<file path="config.mk">
export PLATFORM = sky130hd
export DESIGN_NAME = ex_result_stage
export DESIGN_NICKNAME = d
export VERILOG_FILES = /design/src/rtl/mips_pkg.sv /design/src/rtl/result_fifo.sv /design/src/rtl/ex_result_stage.sv
export SDC_FILE = /design/constraint.sdc
export NUM_CORES = 1
export LEC_CHECK = 0
export CAP_MARGIN = 20
export CORE_MARGIN = 5
export CORE_UTILIZATION = 40
export DETAILED_ROUTE_END_ITERATION = 10
export HOLD_SLACK_MARGIN = 0.12
export PLACE_DENSITY = 0.77
export SYNTH_ARGS = -nofsm -noshare
export SYNTH_HDL_FRONTEND = slang
export SYNTH_HIERARCHICAL = 1
export SYNTH_SLANG_ARGS = --single-unit
</file>
<file path="constraint.sdc">
create_clock -name clk -period 5.7 [get_ports clk]
set_input_delay 0.855 -clock clk [delete_from_list [all_inputs] [get_ports clk]]
set_output_delay 0.855 -clock clk [all_outputs]
set_load 0.05 [all_outputs]
</file>
<file path="src/rtl/mips_pkg.sv">
// Shared MIPS execute-stage definitions: aluc codes, flag layout, result metadata.
package mips_pkg;

  localparam int REG_IDX_W = 5;
  localparam int FLAG_W    = 4;

  // Flag bit positions inside a {z,c,n,o} vector
  localparam int FLAG_Z = 3;
  localparam int FLAG_C = 2;
  localparam int FLAG_N = 1;
  localparam int FLAG_O = 0;

  typedef enum logic [3:0] {
    ALUC_ADDU = 4'b0000,
    ALUC_SUBU = 4'b0001,
    ALUC_ADD  = 4'b0010,
    ALUC_SUB  = 4'b0011,
    ALUC_AND  = 4'b0100,
    ALUC_OR   = 4'b0101,
    ALUC_XOR  = 4'b0110,
    ALUC_NOR  = 4'b0111,
    ALUC_LUI  = 4'b1000,
    ALUC_SLT  = 4'b1010,
    ALUC_SLTU = 4'b1011,
    ALUC_SRA  = 4'b1100,
    ALUC_SRL  = 4'b1101,
    ALUC_SLL  = 4'b1110
  } aluc_e;

  // Everything stored alongside the result word
  typedef struct packed {
    logic                 we;
    logic [REG_IDX_W-1:0] rd;
    logic [FLAG_W-1:0]    flags;
  } res_meta_t;

  localparam int META_W = $bits(res_meta_t);

  // Only the trapping arithmetic ops turn the o flag into an exception
  function automatic logic arith_ovf(input logic [3:0] op, input logic o);
    return o && (op == ALUC_ADD || op == ALUC_SUB);
  endfunction

endpackage

</file>
<file path="src/rtl/result_fifo.sv">
// Small circular buffer between the ALU and MEM; output is driven from storage only.
module result_fifo
  import mips_pkg::*;
#(
  parameter int WD    = 42,
  parameter int DEPTH = 2
) (
  input  logic          clk,
  input  logic          rst_n,
  input  logic          push,
  input  logic          pop,
  input  logic          flush,
  input  logic [WD-1:0] din,
  output logic [WD-1:0] dout,
  output logic          full,
  output logic          empty
);

  localparam int AW = $clog2(DEPTH);

  logic [WD-1:0] mem [DEPTH];
  logic [AW-1:0] wr_ptr, rd_ptr;
  logic [AW:0]   cnt;

  assign full  = (cnt == (AW+1)'(DEPTH));
  assign empty = (cnt == '0);
  // Empty buffer reads as zero so stale data never leaks downstream
  assign dout  = empty ? '0 : mem[rd_ptr];

  // Storage write; contents need no reset since empty masks them
  always_ff @(posedge clk) begin
    if (push && !flush) mem[wr_ptr] <= din;
  end

  // Pointer and occupancy tracking; flush wins over push/pop
  always_ff @(posedge clk or negedge rst_n) begin
    if (!rst_n) begin
      wr_ptr <= '0;
      rd_ptr <= '0;
      cnt    <= '0;
    end else if (flush) begin
      wr_ptr <= '0;
      rd_ptr <= '0;
      cnt    <= '0;
    end else begin
      if (push) wr_ptr <= wr_ptr + AW'(1);
      if (pop)  rd_ptr <= rd_ptr + AW'(1);
      case ({push, pop})
        2'b10:   cnt <= cnt + (AW+1)'(1);
        2'b01:   cnt <= cnt - (AW+1)'(1);
        default: cnt <= cnt;
      endcase
    end
  end

endmodule

</file>
<file path="src/rtl/ex_result_stage.sv">
// Execute-stage result buffer: overflow trap, sticky flags, exception counter, MEM-side FIFO.
module ex_result_stage
  import mips_pkg::*;
#(
  parameter int W     = 32,
  parameter int DEPTH = 2,
  parameter int CNT_W = 8
) (
  input  logic                 clk,
  input  logic                 rst_n,
  input  logic                 in_valid,
  output logic                 in_ready,
  input  logic [W-1:0]         alu_r,
  input  logic                 alu_z,
  input  logic                 alu_c,
  input  logic                 alu_n,
  input  logic                 alu_o,
  input  logic [3:0]           alu_op,
  input  logic [REG_IDX_W-1:0] in_rd,
  input  logic                 in_we,
  input  logic                 flush,
  input  logic                 clr_sticky,
  output logic                 out_valid,
  input  logic                 out_ready,
  output logic [W-1:0]         out_r,
  output logic [REG_IDX_W-1:0] out_rd,
  output logic                 out_we,
  output logic [FLAG_W-1:0]    out_flags,
  output logic                 exc_ovf,
  output logic [REG_IDX_W-1:0] exc_rd,
  output logic [FLAG_W-1:0]    sticky,
  output logic [CNT_W-1:0]     exc_cnt
);

  localparam int WD = W + META_W;

  logic              push, pop, ovf, full, empty;
  logic [FLAG_W-1:0] flags;
  res_meta_t         meta_in, meta_out;
  logic [WD-1:0]     din, dout;

  assign flags    = {alu_z, alu_c, alu_n, alu_o};
  assign ovf      = arith_ovf(alu_op, alu_o);
  assign in_ready = !full;
  assign out_valid = !empty;
  assign push     = in_valid && in_ready && !flush;
  assign pop      = out_valid && out_ready && !flush;

  assign meta_in.we    = in_we && !ovf;
  assign meta_in.rd    = in_rd;
  assign meta_in.flags = flags;
  assign din           = {alu_r, meta_in};

  result_fifo #(.WD(WD), .DEPTH(DEPTH)) u_fifo (
    .clk   (clk),
    .rst_n (rst_n),
    .push  (push),
    .pop   (pop),
    .flush (flush),
    .din   (din),
    .dout  (dout),
    .full  (full),
    .empty (empty)
  );

  assign out_r     = dout[WD-1:META_W];
  assign meta_out  = dout[META_W-1:0];
  assign out_rd    = meta_out.rd;
  assign out_we    = meta_out.we;
  assign out_flags = meta_out.flags;

  // Overflow trap: one-cycle pulse, latched rd, saturating count
  always_ff @(posedge clk or negedge rst_n) begin
    if (!rst_n) begin
      exc_ovf <= 1'b0;
      exc_rd  <= '0;
      exc_cnt <= '0;
    end else begin
      exc_ovf <= push && ovf;
      if (push && ovf) begin
        exc_rd <= in_rd;
        if (exc_cnt != '1) exc_cnt <= exc_cnt + CNT_W'(1);
      end
    end
  end

  // Sticky flags; a push coinciding with a clear survives the clear
  always_ff @(posedge clk or negedge rst_n) begin
    if (!rst_n)          sticky <= '0;
    else if (clr_sticky) sticky <= push ? flags : '0;
    else if (push)       sticky <= sticky | flags;
  end

endmodule
</file>
Yosys cells after proc, flatten, opt, wreduce, memory -nomap -nowiden
Memories as Yosys holds them, arrays and structs flattened.
Cells that the tools add are included.
{"block": "totals", "reg_bits": 22, "n_memories": 1, "inputBits": 52, "ram_bits": 84}
{"block": "op_classes", "eq_ne": 6, "addsub": 5, "n_reduce_logical": 19, "mux": 12, "bitwise": 1}
{"memory": "u_fifo.mem", "depth": 2, "word_bits": 42, "read_ports": 1, "rd_clocked_by_memory_dff": 0, "write_ports": 1, "line_no": "result_fifo.sv:21", "rtl": "logic [WD-1:0] mem [DEPTH];"}
{"op": "$mux 42", "n": 1}
{"op": "$mux 4", "n": 3}
{"op": "$add 8x1->8 const B", "n": 1}
{"op": "$eq 4x2->1 const B", "n": 2}
{"op": "$logic_and 1x1->1", "n": 8}
{"op": "$ne 8x8->1 const B", "n": 1}
{"op": "$mux 1", "n": 6}
{"op": "$reduce_bool 2->1", "n": 3}
{"op": "$eq 2x2->1 const B", "n": 2}
{"op": "$logic_not 1->1", "n": 4}
{"op": "$or 4x4->4", "n": 1}
{"op": "$pmux 2 s2", "n": 1}
{"op": "$reduce_bool 3->1", "n": 1}
{"op": "$add 1x1->1 const B", "n": 2}
{"op": "$add 2x1->2 const B", "n": 1}
{"op": "$eq 2x1->1 const B", "n": 1}
{"op": "$logic_not 2->1", "n": 1}
{"op": "$mux 2", "n": 1}
{"op": "$reduce_and 2->1", "n": 1}
{"op": "$sub 2x1->2 const B", "n": 1}
{"op": "$logic_or 1x1->1", "n": 1}

Depth between registers and ports, before layout
Gate-level depths: netlist of run 1.
{"block": "depth", "depth_word": 7, "depth_mapped": 6, "mapped_depth_nobuf": 5}

By module
Netlist of run 1, hierarchy kept.
{"module": "result_fifo", "area_each_um2": 3390.8, "seq_area_each_um2": 2622.5, "n_inst": 1, "cells_each": 197}
{"module": "ex_result_stage", "area_each_um2": 787.0, "seq_area_each_um2": 450.4, "n_inst": 1, "cells_each": 67}

Worst setup path before layout of run 1
OpenSTA, ideal clock, no wires.
{"block": "synth_path", "path_type": "input -> register", "startpoint": "input port flush", "endpoint": "memory u_fifo.mem[0][0], enable pin", "slack_ns": 0.736, "arrival_ns": 4.461, "required_time_ns": 5.197, "stages": 2, "setup_time_ns": 0.503, "cell_sequence": "nor3b_4 -> nor3b_1"}
{"block": "synth_via", "elab_chain_cells": 5}
{"item": "from (decl)", "line_no": "ex_result_stage.sv:21", "rtl": "input logic flush,"}
{"item": "$logic_not 1->1 *", "line_no": "result_fifo.sv:32, ex_result_stage.sv:46"}
{"item": "$logic_and 1x1->1", "line_no": "ex_result_stage.sv:46", "rtl": "assign push = in_valid && in_ready && !flush;"}
{"item": "$logic_and 1x1->1 *", "line_no": "result_fifo.sv:32", "rtl": "if (push && !flush) mem[wr_ptr] <= din;"}
{"item": "$mux 1 *", "line_no": "result_fifo.sv:32"}
{"item": "$mux 1 (implied by the code) *", "line_no": "result_fifo.sv:32"}
{"item": "to (decl)", "line_no": "result_fifo.sv:21"}
Every way passes the cells marked *; elsewhere a longest branch is shown, timed or not.

Worst setup path in the final report of run 1
{"block": "layout_path", "startpoint": "register u_fifo.rd_ptr", "endpoint": "output port out_flags[2]"}
{"block": "layout_via", "elab_chain_cells": 2}
{"item": "from (decl)", "line_no": "result_fifo.sv:22", "rtl": "logic [AW-1:0] wr_ptr, rd_ptr;"}
{"item": "from (signal assigned)", "line_no": "result_fifo.sv:47", "rtl": "if (pop) rd_ptr <= rd_ptr + AW'(1);"}
{"item": "$mem_v2 2x42"}
{"item": "$mux 42", "line_no": "result_fifo.sv:28", "rtl": "assign dout = empty ? '0 : mem[rd_ptr];"}
{"item": "to (decl)", "line_no": "ex_result_stage.sv:28", "rtl": "output logic [FLAG_W-1:0] out_flags,"}
No other way between the ends.

==> flow_summary.ini, run 1 <==
[sta]
clock_skew_ns = 0.00652
timing.final.ws_setup_ns = 2.15
tightestPinTransition_ns = 1.06
drv_slew = 0
rsz0062_at_grt = no
setup_tns_ns = 0
setup_viol = 0
maxSlewHeadroom = 0.292
max_freq_mhz = 282
hold_viol = 0
fin_crit_sh = 0.623
min_period_ns = 3.55

[route]
first_iter_violations = 79
vias_per_cell = 4.71
postRouteAntennaNets = 0
drt-pass1-iter-count = 4
via_count = 2462
drc_errors = 0
routed_wl_um = 8390
detail_route.wl_per_cell_um = 16.0

[clocking]
cts_setup_buffers = 0
cts_tree = built
cts_buffers = 9
cts_htree_levels = 3
insertion_delay_ns = 0.37
cts-root-buf = clkbuf_8
cts_resized = 0
cts_hold_buf = 0
cts.path.max_buffers = 2
clkSlewWorstSetupHoldPaths_ns = 0.10
clock_sinks = 106

[status]
status = completed

[worst_setup_path]
worstPathMaxFanout = 30
endpoint_kind = primary output
arrival_ns = 2.70
cp-start-kind = register
cp.required_ns = 4.85
path_class = register to primary output

[floorplan]
core_area_um2 = 10300
ioPinCount = 114
start_util = 0.407
dieArea_um2 = 12600
die_h_um = 112
die-width_um = 112
rows = 37

[synthesis]
dominantRegCellSynth = edfxtp_1
netlist.area_leader.share = 0.604
syn_inst = 264
synth_nets = 317
synth.avg_cell_area_um2 = 15.8
synth_edf_count = 84
ys_async_sr_fraction = 0.208
synth.most_common_cell = edfxtp_1
seq_area_frac_synth = 0.736
synth_area_leader_cell = edfxtp_1
synth_area_um2 = 4180
ys_warn_count = 6
synth_area_leaders = edfxtp_1, dfrtp_1, mux2i_1
ys_seq_elements = 106
synth_cell_types = 28
synth_common_cells = edfxtp_1, nor2_1, mux2i_1, dfrtp_1, inv_1

[place]
place_congestion = 0.761
place_ws_ns = 2.23
dp.cells = 506
port_buffers = 112
detailed_place_hpwl_um = 5680

[final_layout]
fin_cells = 523
area_growth_pct = 36.1
diodes = 0
final_nets = 435
fillers = 844
final_core_util = 0.553
drive_above_1_share = 0.0930

[power]
leakagePower_nw = 1.98
powerDensity_nw_per_um2 = 342
finalPower_mw = 1.94
peakVddDrop_mv = 0.214

[global_routing]
overflow = 0
antenna_found_initial = 0
grtUsageTotal = 0.136
first_global_vias = 2601
grt_max_degree = 45
grt_pass1_wl_um = 13400

[worst_hold_path]
min_path_type = register to register

[flow_run]
drv_cap = 0
## worst max-delay path, stage by stage (launching register included)
cell and delay (ns):
dfrtp_2 0.64, buf_4 0.54, mux2i_1 0.15, nor2_1 0.15, clkdlybuf4s50_1 0.83
## cell type report
type / instances / area (µm²) / area share
flip-flops and latches: 106 / 3070 / 0.541
repair buffers: 116 / 1160 / 0.204
multi-input cells: 140 / 1010 / 0.178
clock buffers: 12 / 188 / 0.0330
well taps: 136 / 170 / 0.0299
clock inverters: 4 / 52.6 / 0.00924
inverters: 9 / 33.8 / 0.00594
## per-layer routing
| layer | vias to the layer above | routed length [µm] | global-route usage |
|---|---|---|---|
| met3 | 15 | 444 | 0.0340 |
| met2 | 67 | 4200 | 0.231 |
| met5 | - | 0 | 0 |
| li1 | 1186 | - | - |
| met4 | 0 | 173 | 0.0649 |
| met1 | 1194 | 3580 | 0.163 |
## cell families (layout without fill, tap and decap cells)
kind of cell / Yosys count / in the layout / synth area share
buffers and inverters: 18 / 141 / 0.0255
adders and majority gates: 1 / 1 / 0.00299
DFF: 106 / 106 / 0.736
and+or+nand+nor: 74 / 74 / 0.0851
AOI/OAI and AO/OA: 6 / 6 / 0.0111
muxes: 48 / 48 / 0.117
xor gates and xnor gates: 11 / 11 / 0.0231
## stage by stage
stage | cell area, µm² | hold slack (ns)
after floorplan | 4180 | 0.517
after global placement | 5430 | 0.491
after detailed placement | 5430 | 0.499
after CTS | 5670 | 0.518
after global routing | 5690 | 0.542
final | 5690 | 0.511
## flip-flops by register name (all words and copies together) (netlist names)
name,count
u_fifo/mem,84
exc_cnt,8
exc_rd,5
sticky,4
u_fifo/cnt,2
exc_ovf,1
u_fifo/rd_ptr,1
u_fifo/wr_ptr,1
## where the power goes
| part | internal [mW] | switching [mW] | total, mW |
|---|---|---|---|
| Combinational | 0.185 | 0.342 | 0.527 |
| Sequential | 0.872 | 0.0238 | 0.896 |
| Clock | 0.270 | 0.250 | 0.520 |
## placed cells by master, fill, tap and decap left out
cell,count
xnor2_1,4
xor2_1,7
nor3b_4,1
and4bb_2,1
ha_1,1
clkdlybuf4s50_1,112
mux2i_1,42
inv_1,9
clkbuf_16,2
edfxtp_1,84
nor2_4,1
nor3_1,5
clkinv_2,1
and3b_2,2
and2b_2,1
nor2_1,47
buf_4,3
o21ai_1,1
buf_8,1
bufinv_16,1
nand3_1,3
dfrtp_2,1
o211ai_4,1
nor3b_2,2
clkinv_4,1
mux2_2,6
nor3b_1,2
nor2b_1,1
o21ai_0,4
nand2_1,7
clkbuf_8,10
inv_6,1
dfrtp_1,21
nand4_1,1
## final timing paths
kind,slack [ns],startpoint,cells past startpoint,to
hold reg to reg,0.51,exc_rd[4]$_DFFE_PN0P_,1,exc_rd[4]$_DFFE_PN0P_
setup reg to reg,3.05,u_fifo/cnt[0]$_DFFE_PN0P_,3,u_fifo/mem[1][28]$_DFFE_PP_
max in group asynchronous,4.37,rst_n,2,u_fifo/rd_ptr$_DFFE_PN0P_
setup / recovery,2.15,u_fifo/rd_ptr$_DFFE_PN0P_,4,out_flags[2]
min in group asynchronous,0.84,rst_n,1,exc_cnt[7]$_DFFE_PN0P_
hold / removal,0.51,exc_rd[4]$_DFFE_PN0P_,1,exc_rd[4]$_DFFE_PN0P_
Note: power is estimated with default switching activity, not from simulation.
==> run 2: changes to the inputs <==
--- a/config.mk
+++ b/config.mk
@@ -10,7 +10,7 @@
 export CORE_UTILIZATION = 40
 export DETAILED_ROUTE_END_ITERATION = 10
 export HOLD_SLACK_MARGIN = 0.12
-export PLACE_DENSITY = 0.77
+export PLACE_DENSITY = 0.8
 export SYNTH_ARGS = -nofsm -noshare
 export SYNTH_HDL_FRONTEND = slang
 export SYNTH_HIERARCHICAL = 1
==> constraint.sdc (replaced) <==
create_clock -name clk -period 3.2 [get_ports clk]
set_input_delay 0.48 -clock clk [delete_from_list [all_inputs] [get_ports clk]]
set_output_delay 0.48 -clock clk [all_outputs]
set_load 0.05 [all_outputs]
==> flow_summary.ini, run 2 (synthesis results as in run 1) <==
[final_layout]
top_register = u_fifo/mem
final_nets = 439
layout_common_cells = clkdlybuf4s50_1, edfxtp_1, nor2_1
reg.largest.list = u_fifo/mem: 84 flops, exc_cnt: 8 flops, exc_rd: 5 flops
drive_above_1_share = 0.0997
area_growth_pct = 35.7
register_area_um2 = 3070
fin_cells = 527
multi_input_area_um2 = 1020
final_common_cell = clkdlybuf4s50_1
diodes = 0
fillers = 850
largest_reg_flops = 84

[power]
comb_power_share = 0.285
power_frac_seq = 0.478
power_switching_mw = 1.09
powerDensity_nw_per_um2 = 587
peakVddDrop_mv = 0.354
intPower_mw = 2.24
power_frac_clock = 0.237
leakagePower_nw = 1.98
swShare = 0.327

[route]
drc_errors = 0
routed_wl_um = 8390
postRouteAntennaNets = 0
first_iter_violations = 104
via_count = 2452
drt-pass1-iter-count = 4
vias_per_cell = 4.65
detail_route.wl_per_cell_um = 15.9

[floorplan]
rows = 37
ioPinCount = 114
die-width_um = 112
dieArea_um2 = 12600
start_util = 0.407
die_h_um = 112
core_area_um2 = 10300

[clocking]
cts.path.max_buffers = 2
clock_sinks = 106
cts_buffers = 9
cts-root-buf = clkbuf_8
insertion_delay_ns = 0.35
cts_htree_levels = 3
clkSlewWorstSetupHoldPaths_ns = 0.10
cts_resized = 0
cts_hold_buf = 0
cts_setup_buffers = 0
cts_tree = built

[worst_setup_path]
worstSetupStartpoint = u_fifo/cnt[0]$_DFFE_PN0P_
endpoint_kind = primary output
arrival_ns = 2.23
path_class = register to primary output
worstPathMaxFanout = 43
r2r_slack_ns = 1.18
r2r_start = u_fifo/cnt[0]$_DFFE_PN0P_
cp-start-kind = register
cp.required_ns = 2.72

[sta]
hold_viol = 0
rsz0062_at_grt = no
drv_slew = 0
holdWs_ns = 0.507
min_period_ns = 2.71
max_freq_mhz = 369
setup_tns_ns = 0
setup_viol = 0
fin_crit_sh = 0.847
clock_skew_ns = 0.00617
maxSlewHeadroom = 0.355
tightestPinTransition_ns = 0.964

[global_routing]
grt_max_degree = 44
antenna_found_initial = 0
grt-busiest-layer = met2
overflow = 0
use_met1 = 0.172
grtUsageMet3 = 0.0437
met2_usage = 0.225
first_global_vias = 2639
grtUsageTotal = 0.136
grt_pass1_wl_um = 13400

[flow_run]
drv_cap = 0

[place]
place_congestion = 0.734
port_buffers = 112
detailed_place_hpwl_um = 5830
dp.cells = 511

[worst_hold_path]
hp-start = exc_cnt[6]$_DFFE_PN0P_
min_path_type = register to register

[status]
status = completed
## run 2: changes by cell type in the layout (fill, tap and decap cells not counted)
cell	delta
buf_4	+5
nor3b_2	-1
clkbuf_1	+1
nor3b_4	+1
buf_8	-1
clkinv_4	-1
clkinvlp_4	+1
clkbuf_16	-1
bufinv_16	-1
inv_4	+2
clkinv_2	-1
## run 2: per-layer routing
layer,up-vias,routed length [µm],share of wire
li1,1196,-,-
met1,1187,3560,0.42
met2,61,4250,0.51
met3,8,467,0.056
met4,0,113,0.013
met5,-,0,0
## run 2: layout make-up
type,instances,area share
clock buffers,12,0.0293
clock inverters,4,0.00508
well taps,136,0.0300
flip-flops and latches,106,0.542
multi-input cells,140,0.179
inverters,9,0.00596
repair buffers,120,0.208
## run 2: critical path, cell delays in order, from the launching register on
cell and delay, ns:
dfrtp_1 0.46, nor2_4 0.14, buf_4 0.40, nor2_1 0.13, clkdlybuf4s50_1 0.72
## run 2: worst paths after layout
check	endpoint	cells past startpoint
worst max-delay path	out_flags[3]	4
worst max register to register	u_fifo/mem[0][27]$_DFFE_PP_	4
worst min register to register	exc_cnt[6]$_DFFE_PN0P_	1
max in group asynchronous	u_fifo/rd_ptr$_DFFE_PN0P_	1
worst min-delay path	exc_cnt[6]$_DFFE_PN0P_	1
min in group asynchronous	exc_cnt[6]$_DFFE_PN0P_	1
## run 2: stage by stage
stage          power, mW   util  setup WS, ns  cell area, µm²
5_1_grt             3.48  0.552         0.373            5670
3_5_place_dp        2.59  0.533         0.682            5480
4_1_cts             3.38  0.552         0.435            5670
6_report            3.33  0.552         0.490            5670
3_3_place_gp        2.57  0.533         0.751            5480
2_1_floorplan       2.23      -         0.512            4190
## run 2: power by group through the flow
| stage | Clock, mW | Sequential [mW] | Combinational (mW) |
|---|---|---|---|
| floorplan | 0 | 1.72 | 0.510 |
| global placement | 0 | 1.62 | 0.951 |
| detailed placement | 0 | 1.62 | 0.963 |
| CTS | 0.819 | 1.59 | 0.965 |
| global route | 0.882 | 1.60 | 0.997 |
| finish | 0.788 | 1.59 | 0.951 |
==> run 3: changes to the inputs <==
==> constraint.sdc (replaced) <==
create_clock -name clk -period 2.2 [get_ports clk]
set_input_delay 0.33 -clock clk [delete_from_list [all_inputs] [get_ports clk]]
set_output_delay 0.33 -clock clk [all_outputs]
set_load 0.05 [all_outputs]
==> flow_summary.ini, run 3 (synthesis results as in run 1) <==
[final_layout]
final_nets = 443
drive_above_1_share = 0.218
diodes = 0
top_register = u_fifo/mem
reg.largest.list = u_fifo/mem: 84 flops, exc_cnt: 8 flops, exc_rd: 5 flops
final_common_cell = edfxtp_1
largest_reg_flops = 84
area_growth_pct = 46.6
layout_common_cells = edfxtp_1, clkdlybuf4s50_1, nor2_1
fin_cells = 531

[route]
detail_route.wl_per_cell_um = 16.0
drt-pass1-iter-count = 4
routed_wl_um = 8480
first_iter_violations = 110
via_count = 2512
postRouteAntennaNets = 0
vias_per_cell = 4.73
drc_errors = 0

[clocking]
clock_sinks = 106
cts_hold_buf = 0
insertion_delay_ns = 0.36
cts_resized = 0
cts_buffers = 9
cts.path.max_buffers = 2
cts-root-buf = clkbuf_8
clkSlewWorstSetupHoldPaths_ns = 0.10
cts_htree_levels = 3
cts_tree = built
cts_setup_buffers = 0

[floorplan]
ioPinCount = 114
die-width_um = 112
start_util = 0.407
dieArea_um2 = 12600
die_h_um = 112
rows = 37
core_area_um2 = 10300

[sta]
fin_crit_sh = 0.939
min_period_ns = 2.07
maxSlewHeadroom = 0.652
clock_skew_ns = 0.0118
tightestPinTransition_ns = 0.521
hold_viol = 0
max_freq_mhz = 484
setup_tns_ns = 0
setup_viol = 0
timing.final.ws_setup_ns = 0.133
drv_slew = 0
rsz0062_at_grt = no

[global_routing]
antenna_found_initial = 0
grtUsageTotal = 0.140
overflow = 0
grt_max_degree = 27
grt_pass1_wl_um = 13900
first_global_vias = 2725

[place]
place_ws_ns = 0.205
dp.cells = 515
port_buffers = 112
detailed_place_hpwl_um = 6130
place_congestion = 0.733

[power]
leakagePower_nw = 2.20
powerDensity_nw_per_um2 = 830
finalPower_mw = 5.08
peakVddDrop_mv = 0.560

[worst_setup_path]
cp.required_ns = 1.87
worstPathMaxFanout = 5
cp-start-kind = register
slowest_stage = clkdlybuf4s50_1
path_class = register to primary output
endpoint_kind = primary output
critPathMaxStageDelay_ns = 0.79
cp_cell_sequence = nor2_4, inv_1, clkdlybuf4s50_1
arrival_ns = 1.74

[flow_run]
drv_cap = 0

[status]
status = completed

[worst_hold_path]
min_path_type = input port to async pin
==> run 3: worst max-delay path: cells and delay by family, from the launching register on <==
family	cells	cell delay, ns
buf+inv	2	0.84
flops	1	0.47
simple gates	1	0.07
==> run 3: per-layer routing <==
layer,track usage,vias to the layer above,part of all wire
met5,0,-,0
met4,0.0433,0,0.012
met3,0.0410,11,0.070
met2,0.246,79,0.52
met1,0.166,1224,0.40
li1,-,1198,-
==> run 3: path summary, 6_finish.rpt <==
check                                            end  slack (ns)  cells after the start                 startpoint
setup / recovery                           out_valid        0.13                      3  u_fifo/cnt[0]$_DFFE_PN0P_
min in group clk               exc_rd[1]$_DFFE_PN0P_        0.52                      1      exc_rd[1]$_DFFE_PN0P_
max in group asynchronous  u_fifo/rd_ptr$_DFFE_PN0P_        1.62                      2                      rst_n
setup reg to reg              exc_cnt[5]$_DFFE_PN0P_        0.40                      6  u_fifo/cnt[0]$_DFFE_PN0P_
hold reg to reg                exc_rd[1]$_DFFE_PN0P_        0.52                      1      exc_rd[1]$_DFFE_PN0P_
hold / removal                exc_cnt[1]$_DFFE_PN0P_        0.32                      2                      rst_n
==> run 3: per-stage QoR <==
| stage | instance area, µm² | hold slack [ns] | utilization |
|---|---|---|---|
| 6_report | 6120 | 0.318 | 0.596 |
| 5_1_grt | 6120 | 0.327 | 0.596 |
| 4_1_cts | 6120 | 0.310 | 0.596 |
| 3_5_place_dp | 5950 | 0.502 | 0.579 |
| 3_3_place_gp | 5950 | 0.493 | 0.579 |
| 2_1_floorplan | 4190 | 0.0344 | - |
==> run 3: area by class of cell <==
| type | count | area (µm²) |
|---|---|---|
| fillers | 811 | 4150 |
| repair buffers | 124 | 1650 |
| inverters | 9 | 33.8 |
| clock inverters | 6 | 48.8 |
| multi-input cells | 140 | 1020 |
| clock buffers | 10 | 128 |
| flip-flops and latches | 106 | 3070 |
| well taps | 136 | 170 |
==> run 3: report_power, final <==
| group | switching (mW) | internal, mW |
|---|---|---|
| registers | 0.0564 | 2.26 |
| logic | 0.960 | 0.720 |
| clock network | 0.654 | 0.432 |
| total | 1.67 | 3.41 |
